File: config.mk
export PLATFORM = sky130hd
export DESIGN_NAME = keypad_matrix_scan
export DESIGN_NICKNAME = d
export VERILOG_FILES = /design/src/rtl/keypad_matrix_scan.sv
export SDC_FILE = /design/constraint.sdc
export NUM_CORES = 1
export LEC_CHECK = 0
export ABC_AREA = 1
export CAP_MARGIN = 30
export CORE_ASPECT_RATIO = 0.9
export CORE_MARGIN = 2
export CORE_UTILIZATION = 50
export CTS_CLUSTER_SIZE = 14
export DETAILED_ROUTE_END_ITERATION = 16
export HOLD_SLACK_MARGIN = 0.06
export PLACE_DENSITY = 0.71
export SLEW_MARGIN = 20
export SYNTH_ARGS = -nofsm -noshare
export SYNTH_HDL_FRONTEND = slang
export SYNTH_SLANG_ARGS = --single-unit
File: constraint.sdc
create_clock -name clk -period 1.95 [get_ports clk]
set_input_delay 0.195 -clock clk [delete_from_list [all_inputs] [get_ports clk]]
set_output_delay 0.195 -clock clk [all_outputs]
set_load 0.03 [all_outputs]
File: src/rtl/keypad_matrix_scan.sv
// 4x4 active-low keypad scanner: column drive, row synchronizer, per-frame
// lowest-code capture and frame-count debounce feeding the display stage.
module keypad_matrix_scan #(
    parameter int unsigned SCAN_DIV        = 50000,
    parameter int unsigned DEBOUNCE_FRAMES = 4
) (
    input  logic       clk,
    input  logic       sys_rst_n,
    input  logic [3:0] row,
    output logic [3:0] col,
    output logic       IsPressed,
    output logic [3:0] keyboard_data,
    output logic       key_valid
);

    localparam int unsigned DIV_W = (SCAN_DIV > 1) ? $clog2(SCAN_DIV) : 1;
    localparam int unsigned CNT_W = 4;

    localparam logic [1:0] COL0 = 2'd0;
    localparam logic [1:0] COL1 = 2'd1;
    localparam logic [1:0] COL2 = 2'd2;
    localparam logic [1:0] COL3 = 2'd3;

    logic [1:0]       state_q;
    logic [1:0]       state_d;
    logic [DIV_W-1:0] div;
    logic             sample;

    logic [3:0]       row_m;
    logic [3:0]       row_s;

    logic             hit_now;
    logic [1:0]       hit_row;
    logic [3:0]       code_now;
    logic             acc_pressed;
    logic [3:0]       acc_code;
    logic             merged_pressed;
    logic [3:0]       merged_code;

    logic             f_pressed;
    logic [3:0]       f_code;
    logic             frame_done;

    logic             prev_pressed;
    logic [3:0]       prev_code;
    logic [CNT_W-1:0] stable_cnt;
    logic [CNT_W-1:0] cnt_nxt;
    logic             commit;

    // Column state register
    always_ff @(posedge clk or negedge sys_rst_n) begin
        if (!sys_rst_n) state_q <= COL0;
        else            state_q <= state_d;
    end

    // Advance one column at each sample point
    always_comb begin
        state_d = state_q;
        sample  = (div == DIV_W'(SCAN_DIV - 1));
        if (sample) begin
            case (state_q)
                COL0:    state_d = COL1;
                COL1:    state_d = COL2;
                COL2:    state_d = COL3;
                default: state_d = COL0;
            endcase
        end
    end

    // Lowest row hit in the current column, merged with the frame so far
    always_comb begin
        hit_now = 1'b0;
        hit_row = 2'd0;
        for (int r = 3; r >= 0; r--) begin
            if (!row_s[r]) begin
                hit_now = 1'b1;
                hit_row = 2'(r);
            end
        end
        code_now       = {hit_row, state_q};
        merged_pressed = acc_pressed | hit_now;
        merged_code    = acc_code;
        if (hit_now && (!acc_pressed || (code_now < acc_code))) merged_code = code_now;
    end

    // Debounce counter update and commit decision
    always_comb begin
        if ({f_pressed, f_code} == {prev_pressed, prev_code}) begin
            if (stable_cnt >= CNT_W'(DEBOUNCE_FRAMES)) cnt_nxt = CNT_W'(DEBOUNCE_FRAMES);
            else                                        cnt_nxt = stable_cnt + CNT_W'(1);
        end else begin
            cnt_nxt = CNT_W'(1);
        end
        commit = frame_done && (cnt_nxt == CNT_W'(DEBOUNCE_FRAMES));
    end

    always_ff @(posedge clk or negedge sys_rst_n) begin
        if (!sys_rst_n) begin
            div           <= '0;
            row_m         <= 4'hF;
            row_s         <= 4'hF;
            col           <= 4'b1110;
            acc_pressed   <= 1'b0;
            acc_code      <= 4'h0;
            f_pressed     <= 1'b0;
            f_code        <= 4'h0;
            frame_done    <= 1'b0;
            prev_pressed  <= 1'b0;
            prev_code     <= 4'h0;
            stable_cnt    <= '0;
            IsPressed     <= 1'b0;
            keyboard_data <= 4'h0;
            key_valid     <= 1'b0;
        end else begin
            div        <= sample ? '0 : div + DIV_W'(1);
            row_m      <= row;
            row_s      <= row_m;
            col        <= ~(4'b0001 << state_d);
            frame_done <= 1'b0;
            key_valid  <= 1'b0;

            if (sample) begin
                if (state_q == COL3) begin
                    f_pressed   <= merged_pressed;
                    f_code      <= merged_code;
                    frame_done  <= 1'b1;
                    acc_pressed <= 1'b0;
                    acc_code    <= 4'h0;
                end else begin
                    acc_pressed <= merged_pressed;
                    acc_code    <= merged_code;
                end
            end

            if (frame_done) begin
                prev_pressed <= f_pressed;
                prev_code    <= f_code;
                stable_cnt   <= cnt_nxt;
            end

            // Re-commits of an unchanged value leave outputs untouched
            if (commit) begin
                IsPressed <= f_pressed;
                if (f_pressed) begin
                    keyboard_data <= f_code;
                    key_valid     <= !IsPressed || (keyboard_data != f_code);
                end
            end
        end
    end

endmodule

# Yosys cells after proc, flatten, opt, wreduce, memory -nomap -nowiden
# Index checks and enable logic that the tools add are counted.
# totals
output_inout_bits	10
register_bits	56
# classes
n_mux	20
shift	1
n_reduce_logical	9
bitwise_logic	2
eq_ne	7
magnitude_cmp	2
add_sub_neg	2
# ops
cell	n
adder 16 x 1 -> 16 bit (second input constant)	1
equality test 16 bit (second input constant)	1
2-to-1 mux 16 bit	1
2-to-1 mux 4 bit	4
2-to-1 mux 2 bit	5
2-to-1 mux 1 bit	9
case mux 2 bit (3 select lines)	1
equality test 5 bit	1
adder 4 x 1 -> 4 bit (second input constant)	1
equality test 2 bit (second input constant)	2
equality test 4 x 3 -> 1 bit (second input constant)	1
greater-or-equal comparator 4 x 3 -> 1 bit (second input constant)	1
< comparator 4 bit	1
inequality test 4 bit	1
NOT 4 bit	1
AND reduction 2 bit	2
left shift 1 x 2 -> 4 bit (first input constant)	1
equality test 2 x 1 -> 1 bit (second input constant)	1
logical AND 1 bit	2
logical NOT 1 bit	2
logical NOT 2 bit	1
logical OR 1 bit	2
OR 1 bit	1

# Logic depth before layout (Yosys ltp)
# depth
depth_word	9
mapped_depth	15
depth_no_buf	15

# Worst setup path after synthesis
# No wires, ideal clock.
# synth_path
path_kind	reg-to-reg
start	register row_s[2]
end	register acc_code[3]
slack_ns	0.254
required_ns	1.834
path_stages_with_launch	16
synth_period_minus_slack_ns	1.696
t_arrival_ns	1.580
cell_sequence	dfstp_2 > inv_1 > o21ai_0 > nand2_1 > inv_1 > ha_1 > nand2_1 > inv_1 > nand2_1 > nand2_1 > nand2_1 > nand2_1 > nand2_1 > nand2_1 > nand2_1 > nand2_1
# synth_between
elab_chain_cells	8
elab_cells_between_ends	11
cone_classes	order compare (1); mux (8); reduce/logical (2)
# synth_lines
item	line_no	rtl
start: declaration	30	logic [3:0] row_s;
start signal: assignment	117	row_s <= row_m;
2-to-1 mux 2 bit (3 in series)	75	if (!row_s[r]) begin
< comparator 4 bit	83	if (hit_now && (!acc_pressed || (code_now < acc_code))) merged_code = code_now;
logical OR 1 bit	83	
logical AND 1 bit	83	
2-to-1 mux 4 bit (*)	83	
2-to-1 mux 4 bit (*)	123	if (state_q == COL3) begin
end signal: assignment	131	acc_code <= merged_code;
end: declaration	36	logic [3:0] acc_code;
# Mark *: on every way between the ends. The rest lies on a longest branch, timed or not.
# A chain may end at the register's enable or synchronous reset.

# Final worst setup path
# Same ends and word-level chain as after synthesis.

==> impl_metrics.py <==
metrics = {
    "outcome": {
        "status": "complete, no violations",
    },
    "die": {
        "initial_core_util": 0.524,
        "row_count": 25,
        "die_w_um": 82.4,
        "ios": 16,
        "core_area_um2": 5290,
        "die_area_um2": 6150,
        "die_h_um": 74.6,
    },
    "timing": {
        "hold_violations": 0,
        "post-route-period-util": 0.902,
        "tightest_slew_ps": 501,
        "final.min_clock_period_ps": 1760,
        "fmax_mhz": 568,
        "rsz0062_at_grt": "false",
        "relSlewSlack": 0.666,
        "report.final.setup_viol": 0,
        "finClkSkew_ps": 8.95,
        "drv_slew": 0,
        "fin_tns_setup_ps": 0,
        "setup_slack_ps": 190,
    },
    "route": {
        "maxUsedRoutingLayer": "met4",
        "routed_wl_um": 4640,
        "met1_length_um": 2260,
        "num_vias": 2012,
        "drc": 0,
        "met2_length_um": 2160,
        "first_pass_iters": 4,
        "met3_length_um": 155,
        "drt_iter0_drc": 117,
        "routed_via_density": 4.84,
        "wl_per_cell_um": 11.1,
        "ant_nets": 0,
    },
    "layout": {
        "final_layout_size_suffix_gt1_frac": 0.143,
        "syn_to_final_growth_pct": 12.9,
        "nets": 362,
        "fillCellCount": 469,
        "finalInstanceArea_um2": 3130,
        "diodes": 0,
    },
    "critical_path": {
        "reg2reg_slack_ps": 190,
        "crit_chain": "inv_1 > o21ai_1 > nand2_1 > inv_1 > ha_1 > nand2_1 > inv_1 > nand2_1 > nand2_1 > nand2_2 > nand2_2 > nand2_1 > nand2_1 > nand2_1 > nand2_1",
        "crit_type": "register to register",
        "r2r_end": "acc_code[3]",
        "rr_worst_depth": 15,
        "critical-path-max-stage-delay_ps": 540,
        "crit_slowest_cell": "dfstp_2",
        "crit_required_ps": 2160,
        "critical_path_buf_inv_count": 3,
        "cp-startpoint": "row_s[2]",
        "cp.depth": 15,
        "crit_top_cell": "nand2_1",
        "cp_max_fo": 5,
        "worstReg2RegStart": "row_s[2]",
        "crit_path_end": "acc_code[3]",
        "start_kind": "register",
        "crit_family": "simple AND/OR/NAND/NOR gates",
        "endpoint_kind": "register",
        "cp_data_arrival_time_ps": 1970,
    },
    "synth": {
        "synth_nets": 341,
        "synth_cell_types": 33,
        "yosysTopAreaCellShare": 0.407,
        "yosysTopAreaCell": "dfrtp_1",
        "synth_area_um2": 2770,
        "synth_common_cells": "99 x nand2_1, 49 x inv_1, 45 x dfrtp_1",
        "synth_compound_area_frac": 0.0497,
        "synth_ff_type": "dfrtp_1",
        "yosysMostFrequentCell": "nand2_1",
        "yosys.area_share.simple": 0.285,
        "synth_top_family_by_area": "simple AND/OR/NAND/NOR gates",
        "yosys-mux-area-fraction": 0,
        "synthTopCellsByArea": "dfrtp_1 41%, nand2_1 13%, dfstp_2 10%",
        "synth-seq-cells": 56,
        "ys_warn_count": 0,
        "synth-seq-area-share": 0.511,
        "async_reset_ff_frac": 1.00,
        "netlist_instances": 327,
        "synth_fa_ha_area_frac": 0.0362,
        "synth_xor_area_frac": 0.0344,
        "synth-edff-count": 0,
        "syn-mean-instance-area_um2": 8.46,
    },
    "global_routing": {
        "grt_pass1_wl_um": 8500,
        "grt_pass1_vias": 1972,
        "antenna_found_initial": 0,
        "grt-ovfl-total": 0,
        "grt_max_degree": 37,
        "grtUsageTotal": 0.181,
    },
    "clock_network": {
        "cts_tree": "done",
        "cts_made_buffers": 5,
        "cts-root-buf": "clkbuf_8",
        "clock-sinks": 56,
        "h-tree-depth": 2,
        "clk_latency_ps": 310,
        "clk_pin_slew_ps": 100,
        "cts_buffer_depth": 2,
    },
    "power": {
        "leakage_uw": 0.00156,
        "p_per_area_nw_per_um2": 634,
        "vdd_drop_max_mv": 0.487,
    },
    "placement": {
        "dp_slack_ps": 94.1,
        "port_buffers": 15,
        "dp_hpwl_um": 3450,
        "place.gp.congestion": 0.932,
        "dpl_cell_area_um2": 3000,
    },
    "min_path": {
        "min-delay-path-class": "primary input to register",
        "min-delay-start": "row[2]",
    },
    "flow_run": {
        "max-cap-violations": 0,
    },
}
[cell usage in the layout (no fill, tap or decap), drive strengths merged, types with 4 or more instances in the layout]
cell	instances
dfrtp	45
nor2	32
inv	55
ha	8
dfstp	11
o21ai	13
nand4	5
clkbuf	5
clkdlybuf4s50	14
nor3	8
xnor2	6
xor2	4
nand3	22
nand2	102
[cell type report]
type / instances / area [µm²] / area share
flip-flops and latches: 56 / 1420 / 0.453
multi-input cells: 212 / 1130 / 0.360
inverters: 55 / 206 / 0.0661
repair buffers: 18 / 183 / 0.0584
well taps: 67 / 83.8 / 0.0268
clock buffers: 5 / 68.8 / 0.0220
clock inverters: 3 / 42.5 / 0.0136
[worst register-to-register path, cell delays in order (launching register included)]
cell and delay, ps:
dfstp_2 540, inv_1 30, o21ai_1 100, nand2_1 90, inv_1 60, ha_1 220, nand2_1 60, inv_1 30
nand2_1 60, nand2_1 60, nand2_2 100, nand2_2 80, nand2_1 60, nand2_1 70, nand2_1 60, nand2_1 50
[layer usage]
layer / global-route usage / up-vias
li1: - / 1052
met1: 0.240 / 926
met2: 0.287 / 27
met3: 0.0437 / 7
met4: 0.0722 / 0
met5: 0 / -
[how the worst min path moves through the flow]
stage	end	slack, ps	depth (start not counted)
after floorplan	IsPressed	-100	0
after global placement	stable_cnt[3]	190	1
after detailed placement	stable_cnt[3]	200	1
after CTS	row_m[2]	270	1
after global routing	row_m[3]	280	1
final	row_m[2]	290	1
[sequential cells by signal, summed over array words and instances, names as in the netlist]
signal,flops
div,16
acc_code,4
col,4
f_code,4
keyboard_data,4
prev_code,4
row_m,4
row_s,4
stable_cnt,4
state_q,2
IsPressed,1
acc_pressed,1
f_pressed,1
frame_done,1
key_valid,1
prev_pressed,1
[cells by family (layout without fill, tap and decap cells)]
logic type,count (synthesis),count (layout)
AOI/OAI and AO/OA,22,22
xor gates and xnor gates,10,10
adders and majority gates,8,8
DFF,56,56
buffers and inverters,59,81
and+or+nand+nor,172,172
[power breakdown]
group / total, µW / internal (µW) / switching, µW
logic: 57.0 / 20.9 / 36.1
registers: 1180 / 1180 / 3.57
clock network: 744 / 380 / 364
total: 1980 / 1580 / 403
[metrics by stage]
| step | std cells | power (µW) | utilization | hold WS (ps) |
|---|---|---|---|---|
| finish | 416 | 1980 | 0.591 | 285 |
| global route | 416 | 2080 | 0.591 | 282 |
| CTS | 416 | 2010 | 0.590 | 271 |
| detailed placement | 407 | 1260 | 0.567 | 197 |
| global placement | 407 | 1260 | 0.567 | 193 |
| floorplan | 327 | 1220 | - | -101 |
[timing repair]
item / in CTS / in global routing
resized for setup: 0 / 3
endpoints found under the hold margin: 20 / 0
setup endpoints to repair: 0 / 8
setup buffers: 0 / 0
hold buffers: 1 / 0
Note: power is estimated with default switching activity, not from simulation.
